File: src/rtl/clk_div_multi.sv
// clk_div_multi: NCH-channel programmable clock divider / clock-enable generator.
// Each channel has an active divisor D and a pending divisor. It produces a
// registered ~50% duty divided clock and a registered one-cycle tick per period.
// A written divisor waits for the channel's own period boundary before it is
// applied, so the outputs never show a runt pulse.
// Optional feature macro: CLKDIV_ALIGN_EN adds the align input. When align is
// high, every channel restarts at phase 0 and any pending divisor is applied.
module clk_div_multi #(
  parameter int NCH     = 4,
  parameter int CW      = 16,
  parameter int DEF_DIV = 4,
  localparam int CHW    = (NCH > 1) ? $clog2(NCH) : 1
) (
  input  logic           clk,
  input  logic           rst_n,
  input  logic           wr_en,
  input  logic [CHW-1:0] wr_ch,
  input  logic [CW-1:0]  wr_div,
  output logic [NCH-1:0] clk_out,
  output logic [NCH-1:0] tick,
  output logic [NCH-1:0] pend
`ifdef CLKDIV_ALIGN_EN
  ,
  input  logic           align
`endif
);

  localparam logic [CW-1:0] C_ZERO = {CW{1'b0}};
  localparam logic [CW-1:0] C_ONE  = CW'(1);
  localparam logic [CW-1:0] C_TWO  = CW'(2);
  localparam logic [CW-1:0] C_DEF  = CW'(DEF_DIV);
  localparam logic [CW:0]   C_ONE_W = (CW+1)'(1);

  // Per-channel state
  logic [CW-1:0]  r_cnt   [NCH];
  logic [CW-1:0]  r_div_q [NCH];
  logic [CW-1:0]  r_div_p [NCH];
  logic [NCH-1:0] r_pend;
  logic [NCH-1:0] r_clk_out;
  logic [NCH-1:0] r_tick;

  // Decoded per-channel conditions
  logic [CW:0]    w_half  [NCH];
  logic [NCH-1:0] w_big;
  logic [NCH-1:0] w_one;
  logic [NCH-1:0] w_last;
  logic [NCH-1:0] w_hit;
  logic [NCH-1:0] w_apply;
  logic           w_align;

  // Next-state values
  logic [CW-1:0]  w_cnt_nxt   [NCH];
  logic [CW-1:0]  w_div_q_nxt [NCH];
  logic [CW-1:0]  w_div_p_nxt [NCH];
  logic [NCH-1:0] w_pend_nxt;
  logic [NCH-1:0] w_clk_nxt;
  logic [NCH-1:0] w_tick_nxt;

`ifdef CLKDIV_ALIGN_EN
  assign w_align = align;
`else
  assign w_align = 1'b0;
`endif

  // Decode divisor class, period boundary, high-phase length and write hits.
  always_comb begin
    for (int i = 0; i < NCH; i++) begin
      // Computed in CW+1 bits so the largest divisor still yields the right H.
      w_half[i]  = ({1'b0, r_div_q[i]} + C_ONE_W) >> 1'b1;
      w_big[i]   = (r_div_q[i] >= C_TWO);
      w_one[i]   = (r_div_q[i] == C_ONE);
      // A divisor below 2 has no multi-cycle period, so every edge is a boundary.
      if (w_big[i]) begin
        w_last[i] = (r_cnt[i] == (r_div_q[i] - C_ONE));
      end else begin
        w_last[i] = 1'b1;
      end
      w_hit[i]   = wr_en && (wr_ch == CHW'(i));
      w_apply[i] = r_pend[i] && w_last[i];
    end
  end

  // Next-state logic: counting, output generation, write capture and apply.
  always_comb begin
    for (int i = 0; i < NCH; i++) begin
      w_cnt_nxt[i]   = r_cnt[i];
      w_div_q_nxt[i] = r_div_q[i];
      w_div_p_nxt[i] = r_div_p[i];
      w_pend_nxt[i]  = r_pend[i];
      w_clk_nxt[i]   = 1'b0;
      w_tick_nxt[i]  = 1'b0;

      if (w_align) begin
        // Restart at phase 0. A same-cycle write wins over the older pending value.
        w_cnt_nxt[i]  = C_ZERO;
        w_pend_nxt[i] = 1'b0;
        w_clk_nxt[i]  = 1'b0;
        w_tick_nxt[i] = 1'b0;
        if (w_hit[i]) begin
          w_div_q_nxt[i] = wr_div;
          w_div_p_nxt[i] = wr_div;
        end else if (r_pend[i]) begin
          w_div_q_nxt[i] = r_div_p[i];
        end else begin
          w_div_q_nxt[i] = r_div_q[i];
        end
      end else begin
        // The outputs on this edge always follow the divisor that is active now.
        if (w_big[i]) begin
          w_clk_nxt[i]  = ({1'b0, r_cnt[i]} < w_half[i]);
          w_tick_nxt[i] = w_last[i];
          w_cnt_nxt[i]  = w_last[i] ? C_ZERO : (r_cnt[i] + C_ONE);
        end else if (w_one[i]) begin
          w_clk_nxt[i]  = 1'b0;
          w_tick_nxt[i] = 1'b1;
          w_cnt_nxt[i]  = C_ZERO;
        end else begin
          w_clk_nxt[i]  = 1'b0;
          w_tick_nxt[i] = 1'b0;
          w_cnt_nxt[i]  = C_ZERO;
        end

        if (w_apply[i]) begin
          w_div_q_nxt[i] = r_div_p[i];
          w_cnt_nxt[i]   = C_ZERO;
        end else begin
          w_div_q_nxt[i] = r_div_q[i];
        end

        // A write on the apply edge becomes the next pending value.
        if (w_hit[i]) begin
          w_div_p_nxt[i] = wr_div;
          w_pend_nxt[i]  = 1'b1;
        end else begin
          w_div_p_nxt[i] = r_div_p[i];
          w_pend_nxt[i]  = w_apply[i] ? 1'b0 : r_pend[i];
        end
      end
    end
  end

  // Channel state registers with asynchronous reset to the default divisor.
  always_ff @(posedge clk or negedge rst_n) begin
    if (!rst_n) begin
      for (int i = 0; i < NCH; i++) begin
        r_cnt[i]   <= C_ZERO;
        r_div_q[i] <= C_DEF;
        r_div_p[i] <= C_ZERO;
      end
      r_pend    <= {NCH{1'b0}};
      r_clk_out <= {NCH{1'b0}};
      r_tick    <= {NCH{1'b0}};
    end else begin
      for (int i = 0; i < NCH; i++) begin
        r_cnt[i]   <= w_cnt_nxt[i];
        r_div_q[i] <= w_div_q_nxt[i];
        r_div_p[i] <= w_div_p_nxt[i];
      end
      r_pend    <= w_pend_nxt;
      r_clk_out <= w_clk_nxt;
      r_tick    <= w_tick_nxt;
    end
  end

  assign clk_out = r_clk_out;
  assign tick    = r_tick;
  assign pend    = r_pend;

endmodule

File: config.mk
export PLATFORM = sky130hd
export DESIGN_NAME = clk_div_multi
export DESIGN_NICKNAME = d
export VERILOG_FILES = /design/src/rtl/clk_div_multi.sv
export SDC_FILE = /design/constraint.sdc
export NUM_CORES = 1
export LEC_CHECK = 0
export CAP_MARGIN = 10
export CELL_PAD_IN_SITES_DETAIL_PLACEMENT = 0
export CELL_PAD_IN_SITES_GLOBAL_PLACEMENT = 1
export CORE_ASPECT_RATIO = 0.9
export CORE_UTILIZATION = 24
export CTS_BUF_LIST = sky130_fd_sc_hd__clkbuf_4
export DETAILED_ROUTE_END_ITERATION = 10
export PLACE_DENSITY = 0.51
export SLEW_MARGIN = 25
export SYNTH_ARGS = -nofsm -noshare
export SYNTH_HDL_FRONTEND = slang
export SYNTH_SLANG_ARGS = --single-unit
export TNS_END_PERCENT = 30
File: constraint.sdc
create_clock -name clk -period 5.4 [get_ports clk]
set_input_delay 1.08 -clock clk [delete_from_list [all_inputs] [get_ports clk]]
set_output_delay 1.08 -clock clk [all_outputs]
set_load 0.02 [all_outputs]
* After elaboration in Yosys (flattened, before gate mapping)
Index checks and enable logic that the tools add are counted.
Storage, ports and cells: input port bits 21, output and inout port bits 12, bits in registers 204, word-level logic and storage cells 98
Operators by class: reductions and logical operators 13, multiplexer cells 36, magnitude comparators 8, eq/ne operators 11, add/subtract/negate cells 12
Operators with widths (number):
- $mux W16 | 12
- $add A16 B1 Y17 const B | 4
- $add A16 B1 Y16 const B | 4
- $eq A16 B1 Y1 const B | 4
- $eq A16 B16 Y1 | 4
- $ge A16 B2 Y1 const B | 4
- $lt A16 B16 Y1 | 4
- $sub A16 B1 Y16 const B | 4
- $mux W1 | 24
- $logic_and A1 B1 Y1 | 8
- $reduce_bool A2 Y1 | 4
- $eq A2 B2 Y1 const B | 2
- $eq A2 B1 Y1 const B | 1
- $logic_not A2 Y1 | 1

* Logic depth before layout (Yosys ltp)
word-level depth 6, gate-level depth with buffers 14, gate-level depth less buffers 13

* Least setup slack after synthesis
OpenSTA, ideal clock, no wires.
path type register -> register, start register r_div_q[16] in the netlist's numbering, end register r_div_q[21] in the netlist's numbering, clock period less this slack 3294 ps, cell stages (with the launch flop) 13, path buffers 2, arrival 3169 ps, path slack 2106 ps, required time 5275 ps, path through dfrtp_1 > clkbuf_1 > inv_1 > ha_1 > or3b_2 > nor4_1 > a31oi_1 > a2111oi_4 > nand4_2 > o21bai_4 > nand2_4 > buf_6 > mux2_4
On the way: word-level cells in the longest chain between the ends 4, elaborated cells between the ends (all ways) 5
RTL lines:
- from (decl) | line 36 | logic [CW-1:0] r_div_q [NCH];
- from (signal, indexed assignment) | line 156 | r_div_q[i] <= w_div_q_nxt[i];
- $sub A16 B1 Y16 | line 74 | w_last[i] = (r_cnt[i] == (r_div_q[i] - C_ONE));
- $eq A16 B16 Y1 | line 74
- $mux W1 (*) | line 73 | if (w_big[i]) begin
- $logic_and A1 B1 Y1 (*) | line 79 | w_apply[i] = r_pend[i] && w_last[i];
Mark *: on every way between the ends. The rest lies on a longest branch, timed or not. A chain may end at the register's enable or synchronous reset.

* Worst setup path in the final report
Ends and elaborated chain as after synthesis.

==> impl_metrics.yaml <==
status:
  outcome: "finished clean"
die:
  ioPinCount: 33
  die_width_um: 245
  core_area_um2: 52200
  dieArea_um2: 54300
  start_util_pct: 24.5
  rows: 79
  die_h_um: 221
cells_and_area:
  fin_nets: 1418
  area_delta_synth_final_pct: 13.7
  fillers: 5597
  final_layout_size_suffix_gt1_share_pct: 16.1
grt:
  grt_pass1_vias: 9595
  grt_usage_pct: 12.6
  grt_max_degree: 108
  antenna_found_initial: 1
  grt_pass1_wl_um: 54600
  grt.overflow.total: 0
drt:
  ant_nets: 0
  routedWlPerCell_um: 16.1
  drt_first_iter_violations: 420
  drc: 0
  routed_wirelength_um: 33100
  viasPerCell: 4.58
  firstDrtPassIters: 4
  vias: 9421
critical_path:
  path_delay_family: "simple AND/OR/NAND/NOR gates"
  cp_slowest_stage_delay_ns: 0.51
  crit_chain: "inv_1 > ha_1 > or3b_2 > nor4_1 > a31oi_1 > a2111oi_4 > nand4_2 > o21bai_4 > nand2_4 > mux2_4"
  worstPathRequired_ns: 6.03
  endpoint_kind: "register"
  rrSetupSlack_ns: 1.50
  crit_fanout: 18
  arrival_ns: 4.54
  path_class: "reg2reg"
  crit_slowest_cell: "or3b_2"
  cp_num_buf_inv: 1
  cp-start-kind: "register"
pwr:
  power.switching_mw: 3.09
  leakagePower_nw: 6.24
  seq_power_share_pct: 40.0
  switching_share_pct: 42.6
  power_mw: 7.25
  peakVddDrop_uv: 224
  powerDensity_nw_per_um2: 499
  pwr-share-comb_pct: 39.9
  p_clk_share_pct: 20.1
  internal_power_mw: 4.16
logic_synthesis:
  postSynthCellCount: 1286
  async_flop_share_pct: 100
  synth_area_um2: 12800
  ys_seq_elements: 204
  yosysTopAreaCellShare_pct: 39.1
  ys_seq_area_share_pct: 39.9
  avgSynthCellArea_um2: 9.95
  syn-num-nets: 1387
  ys.flop_type: "dfrtp_1"
  synth_cell_types: 67
  yosysTopAreaCell: "dfrtp_1"
  yosys-top-cells-area: "dfrtp_1 (39%), mux2_2 (7.8%), ha_1 (7.8%), xor2_1 (6.7%), xnor2_1 (6.4%)"
  yosysWarnings: 0
  synth_edf_count: 0
worst_hold_path:
  hold_path_class: "in2async"
clock_network:
  cts.path.max_buffers: 3
  cts_setup_buffers: 0
  cts_buffers: 61
  clk_latency_ns: 0.77
  clock_sinks: 204
  ctsHtreeMaxLevel: 2
  hold_buffers: 0
  clk_pin_slew_ns: 0.07
  cts_root_buffer: "clkbuf_4"
  cts_tree: "done"
  cts_resized: 0
sta:
  rsz0062_at_grt: "no"
  finalSetupTns_ns: 0
  finalMaxSlewViolations: 0
  fin_skew_ns: 0.0365
  hold_viol: 0
  min_period_over_period_pct: 72.3
  worstMarginPinSlew_ns: 1.03
  setup_viol: 0
  clock.fmax_mhz: 256
  slew_headroom_pct: 31.3
  fin_crit_ns: 3.90
placed_design:
  portBuffers: 32
  routabilityCongestion: 0.767
  dpl.hpwl_um: 23500
job:
  maxCapViolCount: 0
cells in the mapped netlist, types with 11 or more instances:
master      n
nor2_1    116
and3_1     37
a22o_1     15
inv_1      30
nor4_1     22
nand4_1    28
a211oi_1   11
o21ai_0    28
nor3_1     22
clkbuf_1   61
a21o_1     17
dfrtp_1   200
ha_1       80
xnor2_1    93
xor2_1     98
o211ai_1   13
nand2_1    80
nand3_1    64
a21oi_1    33
mux2_2     89
routing by layer:
metal | GRT usage [%] | vias up | routed length (µm)
met3 | 2.43 | 50 | 1230
li1 | - | 4662 | -
met1 | 19.3 | 4571 | 17900
met2 | 17.0 | 138 | 13200
met4 | 4.41 | 0 | 686
met5 | 0 | - | 0
through the flow:
step                hold WS (ns)  setup slack [ns]  cell area (µm²)  cells  utilization [%]
global placement           0.476              1.67            13800   1941             26.4
floorplan                  0.460              2.11            12800   1286                -
CTS                        0.327              1.51            14500   2053             27.8
detailed placement         0.473              1.51            13800   1941             26.4
finish                     0.394              1.50            14500   2057             27.9
global route               0.387              1.08            14500   2055             27.9
placed cells by master (no fill, tap or decap), types with 5 or more instances in the layout:
cell type        netlist  final
a211o_1                5      5
a211oi_1              11     11
a21o_1                17     17
a21oi_1               33     33
a22o_1                15     15
a31oi_1               10     10
and2_1                 7      7
and3_1                37     37
and4_1                 6      6
buf_4                  0      5
clkbuf_4               0     89
clkdlybuf4s50_1        0     31
clkinv_1               0     21
dfrtp_1              200    200
ha_1                  80     80
inv_1                 30     30
mux2_2                89     89
mux2_4                10     10
nand2_1               80     80
nand2b_1               8      8
nand3_1               64     64
nand3b_1               6      6
nand4_1               28     28
nand4b_1               5      5
nor2_1               116    116
nor2b_1                8      8
nor3_1                22     22
nor4_1                22     21
o211ai_1              13     13
o21ai_0               28     28
or3_1                  7      7
or4_1                  9      9
xnor2_1               93     93
xor2_1                98     98
state kept, by name, summed over array words and instances (netlist names):
name and cells:
pend 4, r_cnt 64, tick 4, clk_out 4
r_div_q 64, r_div_p 64
kinds of logic (layout without fill, tap and decap cells):
group           count (synthesis)  in the layout  share of synthesized area (%)
simple gates                  445            445                           17.9
flops                         204            204                           39.9
xor+xnor                      191            191                           13.1
compound gates                163            163                           8.93
mux                           102            102                           9.24
buf+inv                       101            181                           3.12
fa+ha+maj                      80             80                           7.82
other cells                     0              3                              0
final cells by class:
type | instances | area (µm²) | area share [%]
antenna | 3 | 7.51 | 0.0516
clock buffer | 89 | 668 | 4.59
tap | 688 | 861 | 5.92
sequential | 204 | 5110 | 35.1
timing repair buffer | 39 | 398 | 2.74
multi-input combinational | 981 | 7300 | 50.2
inverter | 30 | 113 | 0.774
clock inverter | 23 | 88.8 | 0.611
power groups by stage:
stage          Clock [mW]  Combinational (mW)  Sequential, mW
2_1_floorplan           0                2.65            2.35
3_3_place_gp            0                2.88            2.94
3_5_place_dp            0                2.89            2.95
4_1_cts              1.56                2.92            2.92
5_1_grt              1.64                3.31            3.03
6_report             1.46                2.89            2.90
worst paths after layout:
kind	cells after the start	to	from
worst min register to register	1	r_div_q[15]	r_div_p[15]
worst max register to register	10	r_div_q[21]	r_div_q[16]
max in group asynchronous	2	r_cnt[0]	rst_n
min in group clk	1	r_div_q[15]	r_div_p[15]
worst min-delay path	1	r_cnt[41]	rst_n
worst max-delay path	10	r_div_q[21]	r_div_q[16]
Note: power is estimated with default switching activity, not from simulation.
